$ cat config.mk
export PLATFORM = sky130hd
export DESIGN_NAME = reg_merge_sched
export DESIGN_NICKNAME = d
export VERILOG_FILES = /design/src/rtl/reg_merge_pkg.sv /design/src/rtl/reg_merge_slot.sv /design/src/rtl/reg_merge_sched.sv
export SDC_FILE = /design/constraint.sdc
export NUM_CORES = 2
export LEC_CHECK = 0
export BUFFER_PORTS_ARGS = -buffer_cell sky130_fd_sc_hd__buf_2
export CAP_MARGIN = 40
export CORE_AREA = 2 2 469 471
export DETAILED_ROUTE_END_ITERATION = 10
export DIE_AREA = 0 0 471 473
export MAX_ROUTING_LAYER = met4
export SYNTH_ARGS = -nofsm -noshare
export SYNTH_HDL_FRONTEND = slang
export SYNTH_HIERARCHICAL = 1
export SYNTH_SLANG_ARGS = --single-unit
$ cat constraint.sdc
create_clock -name clk -period 4.1 [get_ports clk]
set_input_delay 0.41 -clock clk [delete_from_list [all_inputs] [get_ports clk]]
set_output_delay 0.41 -clock clk [all_outputs]
set_load 0.01 [all_outputs]
$ cat src/rtl/reg_merge_pkg.sv
// Shared types and constants for the merged-write register scheduler.
package reg_merge_pkg;

  localparam int unsigned DEF_NREQ  = 4;
  localparam int unsigned DEF_WIDTH = 128;
  localparam int unsigned CNT_W     = 32;
  localparam int unsigned CONF_W    = 16;

  typedef logic [DEF_WIDTH-1:0] word_t;

  typedef enum logic {
    SLOT_EMPTY = 1'b0,
    SLOT_FULL  = 1'b1
  } slot_state_e;

endpackage

$ cat src/rtl/reg_merge_slot.sv
// One-entry holding slot for a single requester's masked write.
module reg_merge_slot
  import reg_merge_pkg::*;
#(
  parameter int unsigned WIDTH = DEF_WIDTH
) (
  input  logic             clk,
  input  logic             rst_n,
  input  logic             valid,
  input  logic             commit,
  input  logic [WIDTH-1:0] wdata,
  input  logic [WIDTH-1:0] wmask,
  output logic             full,
  output logic             ready,
  output logic [WIDTH-1:0] data,
  output logic [WIDTH-1:0] mask
);

  slot_state_e      state_q, state_d;
  logic [WIDTH-1:0] data_q, mask_q;
  logic             accept;

  // A commit drains this slot in the same edge, so a new write can land behind it.
  assign ready  = (state_q == SLOT_EMPTY) || commit;
  assign accept = valid && ready;
  assign full   = (state_q == SLOT_FULL);
  assign data   = data_q;
  assign mask   = mask_q;

  always_comb begin
    state_d = state_q;
    if (accept) begin
      state_d = SLOT_FULL;
    end else if (commit) begin
      state_d = SLOT_EMPTY;
    end
  end

  always_ff @(posedge clk or negedge rst_n) begin
    if (!rst_n) begin
      state_q <= SLOT_EMPTY;
      data_q  <= '0;
      mask_q  <= '0;
    end else begin
      state_q <= state_d;
      if (accept) begin
        data_q <= wdata;
        mask_q <= wmask;
      end
    end
  end

endmodule

$ cat src/rtl/reg_merge_sched.sv
// Shared WIDTH-bit register folding per-requester masked writes, higher index wins.
// Optional overlap counter enabled by defining REG_MERGE_CONFLICT_CNT_EN.
module reg_merge_sched
  import reg_merge_pkg::*;
#(
  parameter int unsigned      NREQ      = DEF_NREQ,
  parameter int unsigned      WIDTH     = DEF_WIDTH,
  parameter logic [WIDTH-1:0] RESET_VAL = '0
) (
  input  logic                  clk,
  input  logic                  rst_n,
  input  logic [NREQ-1:0]       req_valid,
  output logic [NREQ-1:0]       req_ready,
  input  logic [NREQ*WIDTH-1:0] req_data,
  input  logic [NREQ*WIDTH-1:0] req_mask,
  input  logic                  hold,
  output logic [WIDTH-1:0]      q,
  output logic                  upd,
  output logic [CNT_W-1:0]      commit_cnt,
  output logic [CONF_W-1:0]     conflict_cnt
);

  logic [NREQ-1:0]            slot_full, slot_ready, slot_valid;
  logic [NREQ-1:0][WIDTH-1:0] slot_data, slot_mask;
  logic [WIDTH-1:0]           q_q, merged;
  logic [CNT_W-1:0]           commit_cnt_q;
  logic                       upd_q, ready_en_q, commit;

  // Acceptance opens on the first edge after reset release (synchronous deassert).
  always_ff @(posedge clk or negedge rst_n) begin
    if (!rst_n) begin
      ready_en_q <= 1'b0;
    end else begin
      ready_en_q <= 1'b1;
    end
  end

  assign commit     = (|slot_full) && !hold;
  assign slot_valid = req_valid & {NREQ{ready_en_q}};
  assign req_ready  = slot_ready & {NREQ{ready_en_q}};

  for (genvar i = 0; i < NREQ; i++) begin : g_slot
    reg_merge_slot #(
      .WIDTH(WIDTH)
    ) u_slot (
      .clk   (clk),
      .rst_n (rst_n),
      .valid (slot_valid[i]),
      .commit(commit),
      .wdata (req_data[i*WIDTH +: WIDTH]),
      .wmask (req_mask[i*WIDTH +: WIDTH]),
      .full  (slot_full[i]),
      .ready (slot_ready[i]),
      .data  (slot_data[i]),
      .mask  (slot_mask[i])
    );
  end

  // Ascending fold gives last-assignment-wins priority to the highest index.
  always_comb begin
    merged = q_q;
    for (int unsigned i = 0; i < NREQ; i++) begin
      if (slot_full[i]) begin
        merged = (merged & ~slot_mask[i]) | (slot_data[i] & slot_mask[i]);
      end
    end
  end

  always_ff @(posedge clk or negedge rst_n) begin
    if (!rst_n) begin
      q_q          <= RESET_VAL;
      upd_q        <= 1'b0;
      commit_cnt_q <= '0;
    end else begin
      upd_q <= commit;
      if (commit) begin
        q_q          <= merged;
        commit_cnt_q <= commit_cnt_q + CNT_W'(1);
      end
    end
  end

  assign q          = q_q;
  assign upd        = upd_q;
  assign commit_cnt = commit_cnt_q;

`ifdef REG_MERGE_CONFLICT_CNT_EN
  logic [CONF_W-1:0] conflict_q;
  logic              overlap;

  always_comb begin
    overlap = 1'b0;
    for (int unsigned i = 0; i < NREQ; i++) begin
      for (int unsigned j = i + 1; j < NREQ; j++) begin
        if (slot_full[i] && slot_full[j] && (|(slot_mask[i] & slot_mask[j]))) begin
          overlap = 1'b1;
        end
      end
    end
  end

  always_ff @(posedge clk or negedge rst_n) begin
    if (!rst_n) begin
      conflict_q <= '0;
    end else if (commit && overlap && (conflict_q != {CONF_W{1'b1}})) begin
      conflict_q <= conflict_q + CONF_W'(1);
    end
  end

  assign conflict_cnt = conflict_q;
`else
  assign conflict_cnt = '0;
`endif

endmodule
### Word level (Yosys, flattened, before mapping)

Index checks and enable logic that the tools add are counted.

| storage, ports and cells | value |
|---|---|
| output and inout port bits | 181 |
| bits in registers | 1190 |
| input port bits | 1031 |
| word-level logic and storage cells | 63 |

| operators by class | value |
|---|---|
| bitwise gates (word level) | 22 |
| reductions and logical operators | 15 |
| muxes and demuxes | 9 |
| add/subtract/negate cells | 1 |

Operators with widths:

| operator | count |
|---|---|
| $and 128x128->128 | 8 |
| $mux 128 | 4 |
| $not 128->128 | 4 |
| $or 128x128->128 | 4 |
| $add 32x1->32 const B | 1 |
| $and 4x4->4 | 2 |
| $reduce_bool 2->1 | 4 |
| $logic_and 1x1->1 | 5 |
| $mux 1 | 5 |
| $logic_or 1x1->1 | 4 |
| $not 1->1 | 4 |
| $reduce_or 4->1 | 1 |
| $logic_not 1->1 | 1 |

### Depth between registers and ports, before layout

| logic depth | value |
|---|---|
| depth in word-level cells | 13 |
| mapped depth | 11 |
| depth with buffers taken out | 6 |

### Modules after synthesis

The synthesis kept the hierarchy.

Modules (own cells, without submodules):

| module | area an instance (µm²) | cells an instance | sequential area each (µm²) | instances |
|---|---|---|---|---|
| reg_merge_slot | 10408.7 | 544 | 6431.2 | 4 |
| reg_merge_sched | 13718.2 | 1836 | 4053.9 | 1 |

### Least setup slack after synthesis

Ideal clock, no wire load.

| path | value |
|---|---|
| path kind | flip-flop to flip-flop |
| start point | register g_slot[1].u_slot.state_q |
| end point | register g_slot[0].u_slot.mask_q[100] |
| library setup time | 125 ps |
| arrival | 2271 ps |
| period minus slack after synthesis | 2396 ps |
| cell stages (with the launch flop) | 12 |
| data required time | 3975 ps |
| path buffers | 5 |
| setup slack | 1704 ps |
| path through | dfrtp_1 -> buf_2 -> nor4_4 -> or2_1 -> buf_4 -> buf_2 -> inv_1 -> nand2b_4 -> nand2_4 -> buf_6 -> buf_6 -> mux2_4 |

| between the ends | value |
|---|---|
| word-level cells in the longest chain between the ends | 4 |

RTL lines:

| element | RTL line | RTL |
|---|---|---|
| from (decl) | reg_merge_slot.sv:19 | `slot_state_e state_q, state_d;` |
| from (signal assigned) | reg_merge_slot.sv:45 | `state_q <= state_d;` |
| $reduce_or 4->1 | reg_merge_sched.sv:38 | `assign commit = (\|slot_full) && !hold;` |
| $logic_and 1x1->1 | reg_merge_sched.sv:38 |  |
| net commit | reg_merge_sched.sv:27 | `logic upd_q, ready_en_q, commit;` |
| $logic_or 1x1->1 | reg_merge_slot.sv:24 | `assign ready = (state_q == SLOT_EMPTY) \|\| commit;` |
| net slot_ready[0] | reg_merge_sched.sv:23 | `logic [NREQ-1:0] slot_full, slot_ready, slot_valid;` |
| $logic_and 1x1->1 | reg_merge_slot.sv:25 | `assign accept = valid && ready;` |
| to (signal assigned) | reg_merge_slot.sv:48 | `mask_q <= wmask;` |
| to (decl) | reg_merge_slot.sv:20 | `logic [WIDTH-1:0] data_q, mask_q;` |

The timed path passes the listed nets, and every way through them passes these cells.
A chain may end at the register's enable or synchronous reset.

### Final worst setup path

| path | value |
|---|---|
| start point | register g_slot[0].u_slot.state_q |
| end point | output req_ready[1] |

| between the ends | value |
|---|---|
| word-level cells in the longest chain between the ends | 4 |

RTL lines:

| element | RTL line | RTL |
|---|---|---|
| from (decl) | reg_merge_slot.sv:19 |  |
| from (signal assigned) | reg_merge_slot.sv:45 |  |
| $reduce_or 4->1 | reg_merge_sched.sv:38 |  |
| $logic_and 1x1->1 | reg_merge_sched.sv:38 |  |
| net commit | reg_merge_sched.sv:27 |  |
| $logic_or 1x1->1 | reg_merge_slot.sv:24 |  |
| net slot_ready[1] | reg_merge_sched.sv:23 |  |
| $and 4x4->4 | reg_merge_sched.sv:40 | `assign req_ready = slot_ready & {NREQ{ready_en_q}};` |
| to (decl) | reg_merge_sched.sv:13 | `output logic [NREQ-1:0] req_ready,` |

The timed path passes the listed nets, and every way through them passes these cells.

==> reports/qor.yml <==
status: "completed"
first_pass_iters: 5
drc: 0
ys_top_cells_by_area: "dfrtp_1, mux2_4, mux2_2"
cts-root-buf: "clkbuf_16"
nNetsFinal: 7269
ys_types: 37
cts_setup_buffers: 0
synth-edff-count: 0
dieArea_um2: 223000
design_area_um2: 79700
drv_slew: 0
crit_fanout: 7
yosysTopAreaCell: "dfrtp_1"
grt-ovfl-total: 0
rows: 172
whs_path_depth: 2
grt_pass1_wl_mm: 329
drt_iter0_drc: 3816
max_cap_viol_count: 0
drtAntennaViolNets: 0
register_area_um2: 29800
powerDensity_nw_per_um2: 494
rsz0062_at_grt: "false"
place.gp.congestion: 0.930
hpwlAfterDp_mm: 164
coreArea_um2: 218000
fin_crit_ps: 3190
synth_top_area_share_pct: 53.8
reg2reg_depth: 7
final.setup.tns_ps: 0
cts_tree: "yes"
cts_buffer_depth: 3
numCtsBuffers: 141
wl_per_cell_um: 24.7
finish.utilization_pct: 36.5
htree_levels: 4
stdcell_count: 9289
initial_core_util_pct: 25.4
yosysSeqAreaShare_pct: 53.8
worst_ep_arrival_time_ps: 2780
fin_crit_sh_pct: 77.8
power_mw: 39.4
ys_warn_count: 6
async_reset_ff_share_pct: 100
grt_max_degree: 121
via_count: 44970
grt_pass1_vias: 46625
critical_path.endpoint_type: "primary output"
boundaryPins: 1212
area_growth_pct: 44.0
multi_input_area_um2: 23200
routed_wl_mm: 229
clock_latency_ps: 760
fillCellCount: 20784
critPathKind: "reg2out"
synth_cells: 4012
ff2ff_setup_slack_ps: 920
dp_cells: 7946
synthTopCellsByCount: "dfrtp_1, mux2_4, nand2_1"
fmax_mhz: 314
synthesis.area_um2: 55400
tightest_slew_ps: 1020
cts_sinks: 1190
synth_most_common_cell: "dfrtp_1"
placed_cell_area_um2: 64500
finClkSkew_ps: 34.7
die-height_um: 473
ys_ff_latch: 1190
drive_above_1_share_pct: 40.9
track_usage_pct: 20.5
io_buffers: 1195
required_ps: 3690
hold_viol: 0
cp-start-kind: "register"
worstHoldPathType: "in2reg"
slew_headroom_pct: 32.1
synth_area_per_cell_um2: 13.8
finalSetupViolations: 0
antenna_found_initial: 80
peakVddDrop_uv: 419
ys.flop_type: "dfrtp_1"
power_leakage_nw: 38.4
routed_via_density: 4.84
cts.clk_slew.worst_paths_ps: 60
die_w_um: 471
## flip-flops by register name (all words and copies together), names as in the netlist
signal and count:
commit_cnt 32, g_slot.u_slot/data 512, g_slot.u_slot/full 4, g_slot.u_slot/mask 512, q 128, ready_en_q 1, upd 1
## critical path, stage by stage (launching register included)
cell,delay [ps]
dfrtp_4,490
nor4_4,610
or2_4,230
inv_1,130
nand2b_4,210
and2_1,210
buf_2,140
## what timing repair did
item,in CTS,in global routing
hold buffers,1019,0
hold endpoints to repair,1103,0
gates resized for setup,0,0
endpoints found under the setup margin,0,0
## cells by family after synthesis
group,synth area share [%]
other,0.0136
multiplexers,26.3
AND/OR/NAND/NOR,5.06
AO/OA/AOI/OAI,9.84
XOR/XNOR,0.491
flip-flops,53.8
buffers and inverters,4.53
adder cells (fa/ha/maj),0.0226
## where the power goes
part,total (mW),internal (mW),switching (mW)
Clock,13.0,7.61,5.42
Sequential,16.9,14.4,2.58
Combinational,9.38,5.35,4.03
Total,39.4,27.3,12.0
## placed cells by master, fill, tap and decap left out, drive strengths merged, types with 13 or more instances in the layout
master	n
a221oi	128
a22o	128
a31oi	128
a32oi	128
and3	131
buf	1321
clkbuf	195
clkinv	28
conb	17
dfrtp	1190
diode	75
dlygate4sd3	1019
inv	139
mux2	1024
nand2	398
nand3	15
nand4	13
o21ai	256
xnor2	25
## routing by layer
metal | share of wire, % | vias to the layer above | track usage (%)
met5 | 0 | - | -
li1 | - | 19213 | -
met1 | 42 | 22873 | 25.8
met2 | 45 | 2356 | 31.0
met4 | 5.2 | 0 | 9.83
met3 | 7.8 | 528 | 4.76
## through the flow
step	hold slack [ps]	setup WS [ps]
final	69.7	912
after global routing	4.11	782
after detailed placement	487	981
after CTS	1.65	861
after floorplan	114	1700
after global placement	480	1060
## final timing paths
check	from	end
max in group asynchronous	rst_n	g_slot[1].u_slot/mask[106]$_DFFE_PN0P_
min in group asynchronous	rst_n	g_slot[0].u_slot/data[76]$_DFFE_PN0P_
hold / removal	req_mask[336]	g_slot[2].u_slot/mask[80]$_DFFE_PN0P_
setup reg to reg	g_slot[0].u_slot/full$_DFFE_PN0P_	g_slot[1].u_slot/data[123]$_DFFE_PN0P_
hold reg to reg	g_slot[0].u_slot/data[125]$_DFFE_PN0P_	g_slot[0].u_slot/data[125]$_DFFE_PN0P_
setup / recovery	g_slot[0].u_slot/full$_DFFE_PN0P_	req_ready[1]
## cell type report
cell class,instances,area share (%)
Antenna cell,75,0.235
Inverter,130,0.612
Timing Repair Buffer,2340,22.2
Clock inverter,54,0.843
Sequential cell,1190,37.4
Tap cell,2871,4.51
Multi-Input combinational cell,2434,29.1
Clock buffer,195,5.15
Power figures use the tool's default switching activity.
